### config.mk
export PLATFORM = sky130hd
export DESIGN_NAME = vin_timing_conditioner
export DESIGN_NICKNAME = d
export VERILOG_FILES = /design/src/rtl/vin_pkg.sv /design/src/rtl/vin_timing_conditioner_measure.sv /design/src/rtl/vin_timing_conditioner.sv
export SDC_FILE = /design/constraint.sdc
export NUM_CORES = 1
export LEC_CHECK = 0
export BUFFER_PORTS_ARGS = -buffer_cell sky130_fd_sc_hd__buf_2
export CAP_MARGIN = 10
export CORE_MARGIN = 4
export CORE_UTILIZATION = 52
export DETAILED_ROUTE_END_ITERATION = 10
export PLACE_DENSITY = 0.76
export SLEW_MARGIN = 40
export SYNTH_ARGS = -nofsm -noshare
export SYNTH_HDL_FRONTEND = slang
export SYNTH_HIERARCHICAL = 1
export SYNTH_SLANG_ARGS = --single-unit
### constraint.sdc
create_clock -name vin_clk -period 3.15 [get_ports vin_clk]
set_input_delay 0.1575 -clock vin_clk [delete_from_list [all_inputs] [get_ports vin_clk]]
set_output_delay 0.1575 -clock vin_clk [all_outputs]
set_load 0.02 [all_outputs]
### src/rtl/vin_pkg.sv
// ----------------------------------------------------------------------------
// vin_pkg : shared types and constants for the vin_clk capture front-end
// Revision 1.0
// ----------------------------------------------------------------------------
`default_nettype none

package vin_pkg;

  typedef enum logic [1:0] {
    ST_IDLE = 2'd0,
    ST_PASS = 2'd1,
    ST_DROP = 2'd2
  } drop_state_e;

  localparam int          c_max_width_dflt  = 1280;
  localparam int          c_max_height_dflt = 1024;
  localparam logic [7:0]  c_ramp_green      = 8'h80;

  function automatic logic [11:0] sat_inc12(input logic [11:0] v);
    return (v == 12'hFFF) ? v : v + 12'd1;
  endfunction

endpackage

`default_nettype wire

### src/rtl/vin_timing_conditioner_measure.sv
// ----------------------------------------------------------------------------
// vin_timing_measure : pixel/line counters, per-frame size measurement,
//                      clamp to the frame-buffer plane and lock tracking
// Revision 1.0
// ----------------------------------------------------------------------------
`default_nettype none

module vin_timing_measure
  import vin_pkg::*;
#(
  parameter int MAX_WIDTH     = c_max_width_dflt,
  parameter int MAX_HEIGHT    = c_max_height_dflt,
  parameter int STABLE_FRAMES = 2
) (
  input  logic        vin_clk,
  input  logic        rst_n,
  input  logic        vs_rise,
  input  logic        line_start,
  input  logic        de,
  input  logic        de_fall,
  output logic [11:0] pix_idx,
  output logic [11:0] line_idx,
  output logic [11:0] width,
  output logic [11:0] height,
  output logic        locked
);

  localparam logic [11:0] c_max_w      = 12'(MAX_WIDTH);
  localparam logic [11:0] c_max_h      = 12'(MAX_HEIGHT);
  localparam logic [7:0]  c_lock_thr   = 8'(STABLE_FRAMES - 1);

  logic [11:0] r_pix_cnt, r_line_cnt, r_last_w;
  logic [11:0] r_prev_w, r_prev_h, r_width, r_height;
  logic [7:0]  r_stable_cnt;
  logic        r_in_line, r_locked;

  logic        w_line_done, w_meas_nz, w_meas_same;
  logic [11:0] w_meas_w, w_meas_h;
  logic [7:0]  w_stable_nxt;

  // A line that ends on the very cycle vsync rises still belongs to the old frame.
  assign w_line_done  = de_fall & r_in_line;
  assign w_meas_w     = w_line_done ? r_pix_cnt : r_last_w;
  assign w_meas_h     = w_line_done ? sat_inc12(r_line_cnt) : r_line_cnt;
  assign w_meas_nz    = (w_meas_w != 12'd0) && (w_meas_h != 12'd0);
  assign w_meas_same  = (w_meas_w == r_prev_w) && (w_meas_h == r_prev_h);
  assign w_stable_nxt = !w_meas_same ? 8'd0 :
                        (r_stable_cnt == 8'hFF) ? r_stable_cnt : r_stable_cnt + 8'd1;

  assign pix_idx  = line_start ? 12'd0 : r_pix_cnt;
  assign line_idx = vs_rise ? 12'd0 : r_line_cnt;
  assign width    = r_width;
  assign height   = r_height;
  assign locked   = r_locked;

  always_ff @(posedge vin_clk or negedge rst_n) begin
    if (!rst_n) begin
      r_pix_cnt  <= 12'd0;
      r_line_cnt <= 12'd0;
      r_last_w   <= 12'd0;
      r_in_line  <= 1'b0;
    end else begin
      if (line_start)  r_pix_cnt <= 12'd1;
      else if (de)     r_pix_cnt <= sat_inc12(r_pix_cnt);

      if (vs_rise)          r_line_cnt <= 12'd0;
      else if (w_line_done) r_line_cnt <= sat_inc12(r_line_cnt);

      if (w_line_done) r_last_w <= r_pix_cnt;

      if (line_start)              r_in_line <= 1'b1;
      else if (vs_rise || de_fall) r_in_line <= 1'b0;
    end
  end

  always_ff @(posedge vin_clk or negedge rst_n) begin
    if (!rst_n) begin
      r_prev_w     <= 12'd0;
      r_prev_h     <= 12'd0;
      r_stable_cnt <= 8'd0;
      r_locked     <= 1'b0;
      r_width      <= c_max_w;
      r_height     <= c_max_h;
    end else if (vs_rise) begin
      r_prev_w     <= w_meas_w;
      r_prev_h     <= w_meas_h;
      r_stable_cnt <= w_stable_nxt;
      r_locked     <= (w_stable_nxt >= c_lock_thr) && w_meas_nz;
      if (w_meas_nz) begin
        r_width  <= (w_meas_w > c_max_w) ? c_max_w : w_meas_w;
        r_height <= (w_meas_h > c_max_h) ? c_max_h : w_meas_h;
      end
    end
  end

endmodule

`default_nettype wire

### src/rtl/vin_timing_conditioner.sv
// ----------------------------------------------------------------------------
// vin_timing_conditioner : 2-cycle conditioning pipe with crop, whole-line
//                          drop on FIFO almost-full and optional test pattern
//                          (VIN_TEST_PATTERN_EN adds the pattern_en input)
// Revision 1.0
// ----------------------------------------------------------------------------
`default_nettype none

module vin_timing_conditioner
  import vin_pkg::*;
#(
  parameter int MAX_WIDTH     = c_max_width_dflt,
  parameter int MAX_HEIGHT    = c_max_height_dflt,
  parameter int STABLE_FRAMES = 2,
  parameter int INTERLACE     = 1
) (
  input  logic        rst_n,
  input  logic        vin_clk,
`ifdef VIN_TEST_PATTERN_EN
  input  logic        pattern_en,
`endif
  input  logic        src_vs,
  input  logic        src_de,
  input  logic [23:0] src_data,
  input  logic        fifo_afull,
  output logic        vin_vs,
  output logic        vin_f,
  output logic        vin_de,
  output logic [23:0] vin_data,
  output logic [11:0] vin_width,
  output logic [11:0] vin_height,
  output logic        timing_locked,
  output logic [15:0] drop_cnt,
  output logic        overflow_err
);

  localparam logic [11:0] c_max_w = 12'(MAX_WIDTH);
  localparam logic [11:0] c_max_h = 12'(MAX_HEIGHT);

  logic        r_vs1, r_de1, r_de_ok1, r_afull_d, r_ovf;
  logic        r_vin_vs, r_vin_de;
  logic [23:0] r_data1, r_vin_data;
  logic [15:0] r_drop_cnt;
  drop_state_e r_state, w_line_state, w_state_nxt;

  logic        w_vs_rise, w_line_start, w_de_fall, w_afull_rise;
  logic        w_de_ok, w_vin_f;
  logic [11:0] w_pix_idx, w_line_idx;
  logic [23:0] w_data_in;

  assign w_vs_rise    = src_vs & ~r_vs1;
  assign w_line_start = src_de & ~r_de1;
  assign w_de_fall    = ~src_de & r_de1;
  assign w_afull_rise = fifo_afull & ~r_afull_d;

  vin_timing_measure #(
    .MAX_WIDTH     (MAX_WIDTH),
    .MAX_HEIGHT    (MAX_HEIGHT),
    .STABLE_FRAMES (STABLE_FRAMES)
  ) u_measure (
    .vin_clk    (vin_clk),
    .rst_n      (rst_n),
    .vs_rise    (w_vs_rise),
    .line_start (w_line_start),
    .de         (src_de),
    .de_fall    (w_de_fall),
    .pix_idx    (w_pix_idx),
    .line_idx   (w_line_idx),
    .width      (vin_width),
    .height     (vin_height),
    .locked     (timing_locked)
  );

  // w_line_state is the state that governs the pixel on the input this cycle;
  // vsync abandons any open line before a coincident DE edge starts line 0.
  always_comb begin
    w_line_state = r_state;
    if (w_vs_rise)    w_line_state = ST_IDLE;
    if (w_line_start) w_line_state = fifo_afull ? ST_DROP : ST_PASS;
    w_state_nxt = w_de_fall ? ST_IDLE : w_line_state;
  end

  assign w_de_ok = src_de && (w_line_state == ST_PASS) &&
                   (w_pix_idx < c_max_w) && (w_line_idx < c_max_h);

`ifdef VIN_TEST_PATTERN_EN
  assign w_data_in = pattern_en ? {w_line_idx[7:0], c_ramp_green, w_pix_idx[7:0]} : src_data;
`else
  assign w_data_in = src_data;
`endif

  always_ff @(posedge vin_clk or negedge rst_n) begin
    if (!rst_n) begin
      r_vs1      <= 1'b0;
      r_de1      <= 1'b0;
      r_de_ok1   <= 1'b0;
      r_data1    <= 24'd0;
      r_vin_vs   <= 1'b0;
      r_vin_de   <= 1'b0;
      r_vin_data <= 24'd0;
      r_afull_d  <= 1'b0;
      r_state    <= ST_IDLE;
      r_drop_cnt <= 16'd0;
      r_ovf      <= 1'b0;
    end else begin
      r_vs1      <= src_vs;
      r_de1      <= src_de;
      r_de_ok1   <= w_de_ok;
      r_data1    <= w_data_in;
      r_vin_vs   <= r_vs1;
      r_vin_de   <= r_de_ok1;
      r_vin_data <= r_data1;
      r_afull_d  <= fifo_afull;
      r_state    <= w_state_nxt;
      if (w_line_start && fifo_afull && (r_drop_cnt != 16'hFFFF))
        r_drop_cnt <= r_drop_cnt + 16'd1;
      // A line already passing is never truncated; late back-pressure is only flagged.
      if (w_afull_rise && src_de && !w_line_start && (w_line_state == ST_PASS))
        r_ovf <= 1'b1;
    end
  end

  generate
    if (INTERLACE != 0) begin : g_interlace
      logic r_field;
      always_ff @(posedge vin_clk or negedge rst_n) begin
        if (!rst_n)         r_field <= 1'b0;
        else if (w_vs_rise) r_field <= ~r_field;
      end
      assign w_vin_f = r_field;
    end else begin : g_progressive
      assign w_vin_f = 1'b1;
    end
  endgenerate

  assign vin_vs       = r_vin_vs;
  assign vin_de       = r_vin_de;
  assign vin_data     = r_vin_data;
  assign vin_f        = w_vin_f;
  assign drop_cnt     = r_drop_cnt;
  assign overflow_err = r_ovf;

endmodule

`default_nettype wire
# After elaboration in Yosys (flattened, before gate mapping)
# Cells that the tools add are included.
word_totals:
  output_inout_bits: 69
  inputBits: 29
  regBits: 168
  word_cells: 87
classes:
  muxes: 19
  magnitude_cmp: 5
  n_reduce_logical: 19
  bitwise: 10
  n_eq_ne: 8
  addsub: 4
ops:
  columns: ["cell", "n"]
  rows:
  - ["$mux W12", 11]
  - ["$add A12 B1 Y12 const B", 2]
  - ["$eq A12 B12 Y1", 2]
  - ["$eq A12 B12 Y1 const B", 2]
  - ["$gt A12 B11 Y1 const B", 2]
  - ["$lt A12 B11 Y1 const B", 2]
  - ["$reduce_bool A12 Y1", 2]
  - ["$add A16 B1 Y16 const B", 1]
  - ["$mux W8", 2]
  - ["$ne A16 B16 Y1 const B", 1]
  - ["$logic_and A1 B1 Y1", 11]
  - ["$add A8 B1 Y8 const B", 1]
  - ["$eq A8 B8 Y1 const B", 1]
  - ["$ge A8 B1 Y1 const B", 1]
  - ["$mux W2", 4]
  - ["$and A1 B1 Y1", 5]
  - ["$not A1 Y1", 5]
  - ["$reduce_and A2 Y1", 2]
  - ["$reduce_bool A2 Y1", 2]
  - ["$eq A2 B1 Y1 const B", 1]
  - ["$mux W1", 2]
  - ["$ne A2 B1 Y1 const B", 1]
  - ["$logic_not A1 Y1", 1]
  - ["$logic_or A1 B1 Y1", 1]

# Longest topological paths before layout
# Gate-level depths: netlist of run 1.
logic_depth:
  ltp_word: 9
  depth_mapped: 13
  depth_no_buf: 9

# Hierarchy
# Netlist of run 1, hierarchy kept.
by_module_without_submodules:
  columns: ["mod", "n_inst", "cells_per_inst", "seq_area_each_um2", "area_each_um2"]
  rows:
  - ["vin_timing_measure", 1, 560, 2356.0, 5111.2]
  - ["vin_timing_conditioner", 1, 150, 1851.8, 2368.5]

# Least setup slack after synthesis of run 1
# Ideal clock, no wire load.
synth_path:
  path_kind: "reg-to-reg"
  start: "register r_de1"
  end: "register u_measure.r_locked (netlist: u_measure/locked)"
  synth_period_minus_slack_ns: 3.051
  path_buffers: 0
  required_ns: 3.055
  setup_slack_ns: 0.099
  setup_ns: 0.095
  path_stages_with_launch: 10
  arrival_ns: 2.956
  path_cell_list: "dfrtp_1 > nor2b_1 > nand2_1 > mux2i_1 > a222oi_1 > nand4b_1 > or4_4 > nor4_4 > nand2_4 > o32ai_2"
synth_via:
  elab_chain_len: 8
  elab_cells_between_ends: 13
  cone_classes: "order compare: 1; eq/ne: 2; mux: 3; bitwise: 2; reduce/logical: 5"
synth_lines:
  columns: ["item", "line", "rtl"]
  rows:
  - ["start, declared", "vin_timing_conditioner.sv:40", "logic r_vs1, r_de1, r_de_ok1, r_afull_d, r_ovf;"]
  - ["start signal, assigned", "vin_timing_conditioner.sv:107", "r_de1 <= src_de;"]
  - ["$and A1 B1 Y1 (*)", "vin_timing_conditioner.sv:53", "assign w_de_fall = ~src_de & r_de1;"]
  - ["via w_de_fall", "vin_timing_conditioner.sv:46", "logic w_vs_rise, w_line_start, w_de_fall, w_afull_rise;"]
  - ["$and A1 B1 Y1 (*)", "vin_timing_conditioner_measure.sv:42", "assign w_line_done = de_fall & r_in_line;"]
  - ["$mux W12, on equally long branches", null, null]
  - ["$eq A12 B12 Y1", "vin_timing_conditioner_measure.sv:46", "assign w_meas_same = (w_meas_w == r_prev_w) && (w_meas_h == r_prev_h);"]
  - ["$logic_and A1 B1 Y1", "vin_timing_conditioner_measure.sv:46", null]
  - ["$mux W8", "vin_timing_conditioner_measure.sv:47", "assign w_stable_nxt = !w_meas_same ? 8'd0 :"]
  - ["$ge A8 B1 Y1", "vin_timing_conditioner_measure.sv:88", "r_locked <= (w_stable_nxt >= c_lock_thr) && w_meas_nz;"]
  - ["$logic_and A1 B1 Y1 (*)", "vin_timing_conditioner_measure.sv:88", null]
  - ["end signal, assigned", "vin_timing_conditioner_measure.sv:88", null]
  - ["end, declared", "vin_timing_conditioner_measure.sv:35", "logic r_in_line, r_locked;"]
# The timed path passes the listed nets; every way through them passes the cells marked *.
# A chain may end at the register's enable or synchronous reset.

# Worst setup path after layout of run 1
layout_path:
  start: "register u_measure.r_line_cnt[7]"
  end: "register u_measure.r_locked (netlist: u_measure/locked)"
layout_via:
  elab_chain_len: 8
  elab_cells_between_ends: 11
  cone_classes: "add/sub: 1; order compare: 1; eq/ne: 2; mux: 3; reduce/logical: 4"
layout_lines:
  columns: ["item", "line", "rtl"]
  rows:
  - ["start, declared", "vin_timing_conditioner_measure.sv:32", "logic [11:0] r_pix_cnt, r_line_cnt, r_last_w;"]
  - ["start signal, assigned", "vin_timing_conditioner_measure.sv:67", "else if (w_line_done) r_line_cnt <= sat_inc12(r_line_cnt);"]
  - ["$add A12 B1 Y12 or $eq A12 B12 Y1 (tied branches)", "vin_pkg.sv:20", "return (v == 12'hFFF) ? v : v + 12'd1;"]
  - ["$mux W12", null, null]
  - ["$mux W12 (*)", null, null]
  - ["$eq A12 B12 Y1", "vin_timing_conditioner_measure.sv:46", null]
  - ["$logic_and A1 B1 Y1", "vin_timing_conditioner_measure.sv:46", null]
  - ["$mux W8", "vin_timing_conditioner_measure.sv:47", null]
  - ["$ge A8 B1 Y1", "vin_timing_conditioner_measure.sv:88", null]
  - ["$logic_and A1 B1 Y1 (*)", "vin_timing_conditioner_measure.sv:88", null]
# Mark *: on every way between the ends. The rest lies on a longest branch, timed or not.

==> results of run 1 <==
[registers in the layout, summed over array words and instances, names as in the netlist, 2 cells and up]
signal	cells
r_data1	24
u_measure/r_last_w	12
u_measure/r_line_cnt	12
u_measure/height	12
drop_cnt	16
u_measure/width	12
u_measure/r_pix_cnt	12
u_measure/r_prev_h	12
u_measure/r_prev_w	12
u_measure/r_stable_cnt	8
vin_data	24
r_state	2
[power by group through the flow]
| stage | clock network (mW) | logic, mW | registers, mW |
|---|---|---|---|
| floorplan | 0 | 0.418 | 2.63 |
| global placement | 0 | 0.836 | 2.55 |
| detailed placement | 0 | 0.855 | 2.57 |
| CTS | 2.04 | 0.888 | 2.53 |
| global route | 2.14 | 0.983 | 2.56 |
| finish | 2.00 | 0.888 | 2.53 |
[worst max-delay path: stages (launching register included)]
cell     delay [ns]
dfrtp_1        0.51
and2_1         0.34
and3_4         0.25
mux2i_1        0.07
a221o_1        0.40
or4_4          0.52
nor4_4         0.32
buf_6          0.18
nand2_4        0.06
o32ai_2        0.24
[stage by stage]
step	utilization [%]	setup slack [ns]	instance area [sq um]
CTS	65.84	0.1115	9139
global route	66.04	0.008887	9168
floorplan	-	0.09862	7370
finish	66.04	0.1658	9168
global placement	59.69	0.1692	8285
detailed placement	59.69	0.1525	8285
[final timing paths]
check | start | endpoint | slack (ns) | depth (start not counted)
min reg2reg | r_data1[23] | vin_data[23] | 0.35 | 0
min | src_de | r_de1 | 0.06 | 2
max reg2reg | u_measure/r_line_cnt[7] | u_measure/locked | 0.17 | 9
max | u_measure/r_line_cnt[7] | u_measure/locked | 0.17 | 9
max in group asynchronous | rst_n | u_measure/height[10] | 2.01 | 3
min in group asynchronous | rst_n | drop_cnt[0] | 0.31 | 2
[metal layers]
metal | track usage [%] | vias up | part of all wire (%)
li1 | - | 2751 | -
met1 | 32.19 | 2913 | 44
met2 | 38.01 | 166 | 49
met3 | 5.560 | 27 | 5.6
met4 | 7.886 | 0 | 1.9
met5 | 0 | - | 0
[cell type report]
type | count | share of cell area [%]
flip-flops and latches | 168 | 45.90
multi-input cells | 455 | 31.64
clock buffers | 17 | 4.640
well taps | 180 | 2.457
inverters | 34 | 1.392
repair buffers | 170 | 12.26
clock inverters | 15 | 1.720
[layout by cell type, fill, tap and decap left out, drive strengths merged, types with 10 or more instances in the layout]
cell type      n
dfrtp        165
buf          143
nor2          63
nand2         51
inv           39
a21oi         38
nand3         37
xnor2         31
o21ai         31
dlygate4sd3   27
xor2          19
nand4         19
clkbuf        17
mux2i         17
o31ai         14
nor4          12
nor2b         11
nor3          10
[timing repair]
| item | in CTS | in global routing |
|---|---|---|
| buffers inserted | 0 | 0 |
| setup endpoints to repair | 0 | 32 |
| hold buffers | 27 | 0 |
| gates resized for setup | 0 | 8 |
| hold endpoints to repair | 101 | 0 |
==> metrics.yaml, run 1 <==
place_congestion: 0.9328
hold_path_class: "input port to flip-flop"
ant_nets: 0
finalCritPeriodShare_pct: 94.74
wirelength_um: 18210
grt_pass1_vias: 5789
finalMaxSlewViolations: 0
die_x_um: 127.0
grt_use_total_pct: 23.71
initial_core_util_pct: 53.09
viasPerCell: 5.637
setup_violations: 0
cts_buffer_depth: 2
drive_above_1_share_pct: 23.63
synth_cells: 692
num_io_pins: 98
first_pass_iters: 5
cts_buffers: 17
rsz0062_at_grt: "no"
holdWs_ns: 0.05527
grt_max_degree: 80
drcViolationCount: 0
multi_input_area_sq_um: 2900
leakagePower_nw: 4.336
die_y_um: 127.0
finalHoldViolations: 0
layout.area.seq_sq_um: 4208
path_class: "flip-flop to flip-flop"
nFillCells: 1079
grt_antenna_before_repair: 0
cts_root_buffer: "clkbuf_16"
rows: 43
cts.sinks: 168
design.die.area_sq_um: 16140
cp.arrival_ns: 3.32
dr_total_vias: 5857
end_kind: "flip-flop"
finish.cell_count_without_fillers: 1039
dp_hpwl_um: 13060
tightest_slew_ns: 0.7398
grt_overflow: 0
h-tree-depth: 4
p_per_area_nw_per_um2: 591.4
placed_cells: 980
pwr-share-comb_pct: 16.4
worstSkewPairLatency_ns: 0.44
p_seq_share_pct: 46.7
required_ns: 3.49
total_power_mw: 5.422
clockPowerShare_pct: 37.0
fin_crit_ns: 2.984
ys_warn_count: 6
ir_drop_mv: 0.4139
area_growth_syn_to_layout_pct: 24.40
drv_cap: 0
grt_pass1_wl_um: 30210
startpoint_type: "flip-flop"
p_int_mw: 3.765
clock.fmax_mhz: 335.1
syn_area_per_cell_sq_um: 10.65
diodes: 0
p_switching_mw: 1.657
nets: 879
status: "complete, no violations"
syn_area_sq_um: 7370
cts_tree: "done"
synthesis.nets: 725
relSlewSlack_pct: 50.68
tns_ns: 0
worst-path-max-fanout: 9
swShare_pct: 30.56
worst_clock_skew_ns: 0.01299
portBuffers: 97
post_drt_wl_per_cell_um: 17.53
clk_pin_slew_ns: 0.07
drt-initial-drc-count: 507
coreArea_sq_um: 13880
Power figures use the tool's default switching activity.
==> run 2, diff against run 1 <==
--- a/config.mk
+++ b/config.mk
@@ -14,5 +14,4 @@
 export SLEW_MARGIN = 40
 export SYNTH_ARGS = -nofsm -noshare
 export SYNTH_HDL_FRONTEND = slang
-export SYNTH_HIERARCHICAL = 1
 export SYNTH_SLANG_ARGS = --single-unit
==> run 2 against run 1 <==
  * Clock-buffer cell count stayed put
  * Synthesized cell count decreased by 2.6%
  * Routed wire length up 3.3%
  * Worst hold slack better by 0.011 ns
  * Maximum frequency is 1.2% lower
  * Die area shrank 1.2%
  * Global-route usage up 1.0 points
  * Critical path depth increased by 1
  * Non-clock buffer count down 7
  * Via count increased by 0.46%
  * Clock power increased by 9.5%
  * Critical path type unchanged
  * Largest cell class unchanged
  * Largest power group unchanged
  * Highest routed layer unchanged
==> metrics.yaml, run 2 <==
status: "complete, no violations"
worstReg2RegStart: "u_measure.r_line_cnt[1]"
cts_tree: "done"
slowest_stage: "dfrtp_2"
dp_hpwl_um: 12610
synth_cells: 674
grt_overflow: 0
synth_commonest_cells: "dfrtp_1, nor2_1, nand2_1, o21ai_0, inv_1"
num_io_pins: 98
ys_warn_count: 0
drt-initial-drc-count: 496
portBuffers: 97
worst_clock_skew_ns: 0.009150
wirelength_um: 18810
startpoint_type: "flip-flop"
cp.arrival_ns: 3.33
initial_core_util_pct: 54.06
drive_above_1_share_pct: 23.12
clock.fmax_mhz: 331.2
nets: 859
place_ws_ns: -0.04043
ant_nets: 0
r2r_cells: 10
cts.sinks: 168
end_kind: "flip-flop"
h-tree-depth: 4
place_congestion: 1.009
syn_area_per_cell_sq_um: 10.79
ir_drop_mv: 0.5065
hp-start: "src_de"
drv_cap: 0
path_delay_family: "simple AND/OR/NAND/NOR gates"
most-common-layout-cells: "dfrtp_1, buf_2, nor2_1"
yosysSeqAreaShare_pct: 57.86
finish.cell_count_without_fillers: 1015
path_class: "flip-flop to flip-flop"
ys_types: 65
grt_use_total_pct: 24.75
clk_pin_slew_ns: 0.07
synth_area_leaders: "dfrtp_1, nor2_1, xnor2_1, nand2_1, o21ai_0"
relSlewSlack_pct: 51.47
reg2reg_to: "u_measure.width[6]"
p_per_area_nw_per_um2: 614.1
fin_crit_ns: 3.019
synth_edf_count: 0
area_growth_syn_to_layout_pct: 24.78
worstSkewPairLatency_ns: 0.43
post_drt_wl_per_cell_um: 18.53
hold-path-cell-count: 2
design.die.area_sq_um: 15940
tightest_slew_ns: 0.7231
hold_path_class: "input port to flip-flop"
synth-seq-cells: 168
reg2reg_slack_ns: 0.13
finalHoldViolations: 0
setup_violations: 0
dr_total_vias: 5884
yosys.area.top_type: "dfrtp_1"
total_power_mw: 5.572
max_stage_delay_ns: 0.43
hold_end: "r_state[0]"
first_pass_iters: 8
synth_most_common_cell: "dfrtp_1"
grt_antenna_before_repair: 0
synth_top_area_share_pct: 56.78
grt_max_degree: 88
cts_root_buffer: "clkbuf_16"
die_y_um: 126.3
leakagePower_nw: 4.404
coreArea_sq_um: 13450
drcViolationCount: 0
worstPathCellList: "ha_1, nand4b_1, or3_1, o21ai_1, nand3_1, nor4b_2, and2b_1, nor3_4, buf_4, mux2_1"
finalMaxSlewViolations: 0
cts_buffers: 17
synthesis.nets: 707
worst-path-max-fanout: 11
syn_area_sq_um: 7272
ys_async_sr_fraction_pct: 100.0
crit_buf_inv: 1
grt_pass1_wl_um: 31450
required_ns: 3.46
holdWs_ns: 0.06651
finalCritPeriodShare_pct: 95.84
mostFrequentLayoutCell: "dfrtp_1"
placed_cells: 953
diodes: 0
cts_buffer_depth: 2
grt_pass1_vias: 6117
tns_ns: 0
die_x_um: 126.3
rows: 42
fin_ws_ns: 0.1311
synth_ff_type: "dfrtp_1"
viasPerCell: 5.797
## run 2: worst max path at each step
stage	from	endpoint	slack, ns	depth (start not counted)
6_report	u_measure.r_line_cnt[1]	u_measure.width[6]	0.13	10
5_1_grt	u_measure.r_line_cnt[1]	u_measure.width[6]	-0.03	10
4_1_cts	u_measure.r_line_cnt[1]	u_measure.r_stable_cnt[4]	0.04	9
3_5_place_dp	u_measure.r_line_cnt[1]	u_measure.r_stable_cnt[4]	-0.04	9
3_3_place_gp	u_measure.r_line_cnt[1]	u_measure.r_stable_cnt[2]	0.15	9
2_1_floorplan	u_measure.r_line_cnt[1]	u_measure.r_stable_cnt[4]	0.37	11
## run 2: power by group
group	leakage, nW	internal, mW	switching [mW]	total (mW)
clock	0.311	1.17	1.02	2.19
combinational	1.94	0.358	0.520	0.878
sequential	2.16	2.34	0.167	2.50
## run 2: area by class of cell
cell class,count,area [sq um]
clock buffers,17,425.4
clock inverters,15,217.7
fillers,988,4379
inverters,37,138.9
multi-input cells,439,2803
flip-flops and latches,168,4209
well taps,176,220.2
repair buffers,163,1060
## run 2: metrics by stage
step / utilization (%) / instance area, sq um
after floorplan: - / 7272
after global placement: 60.21 / 8100
after detailed placement: 60.21 / 8100
after CTS: 67.10 / 9027
after global routing: 67.45 / 9074
final: 67.45 / 9074
## run 2: logic make-up after synthesis
logic type	synth area share, %
buf+inv	4.060
compound gates	10.50
fa+ha+maj	0.6883
xor+xnor	5.609
simple gates	15.76
flops	57.86
mux	5.523
## run 2: what timing repair did
action	in CTS	in global routing
hold buffers	28	0
endpoints found under the setup margin	7	29
hold endpoints to repair	111	0
setup buffers	0	2
gates resized for setup	1	7
## run 2: metal layers
layer  track usage [%]  up-vias  share of wire, %
met5                 0        -                 0
met4             10.28        0               3.1
met3             6.097       52               7.4
met2             40.56      271                50
met1             31.67     2901                40
li1                  -     2660                 -
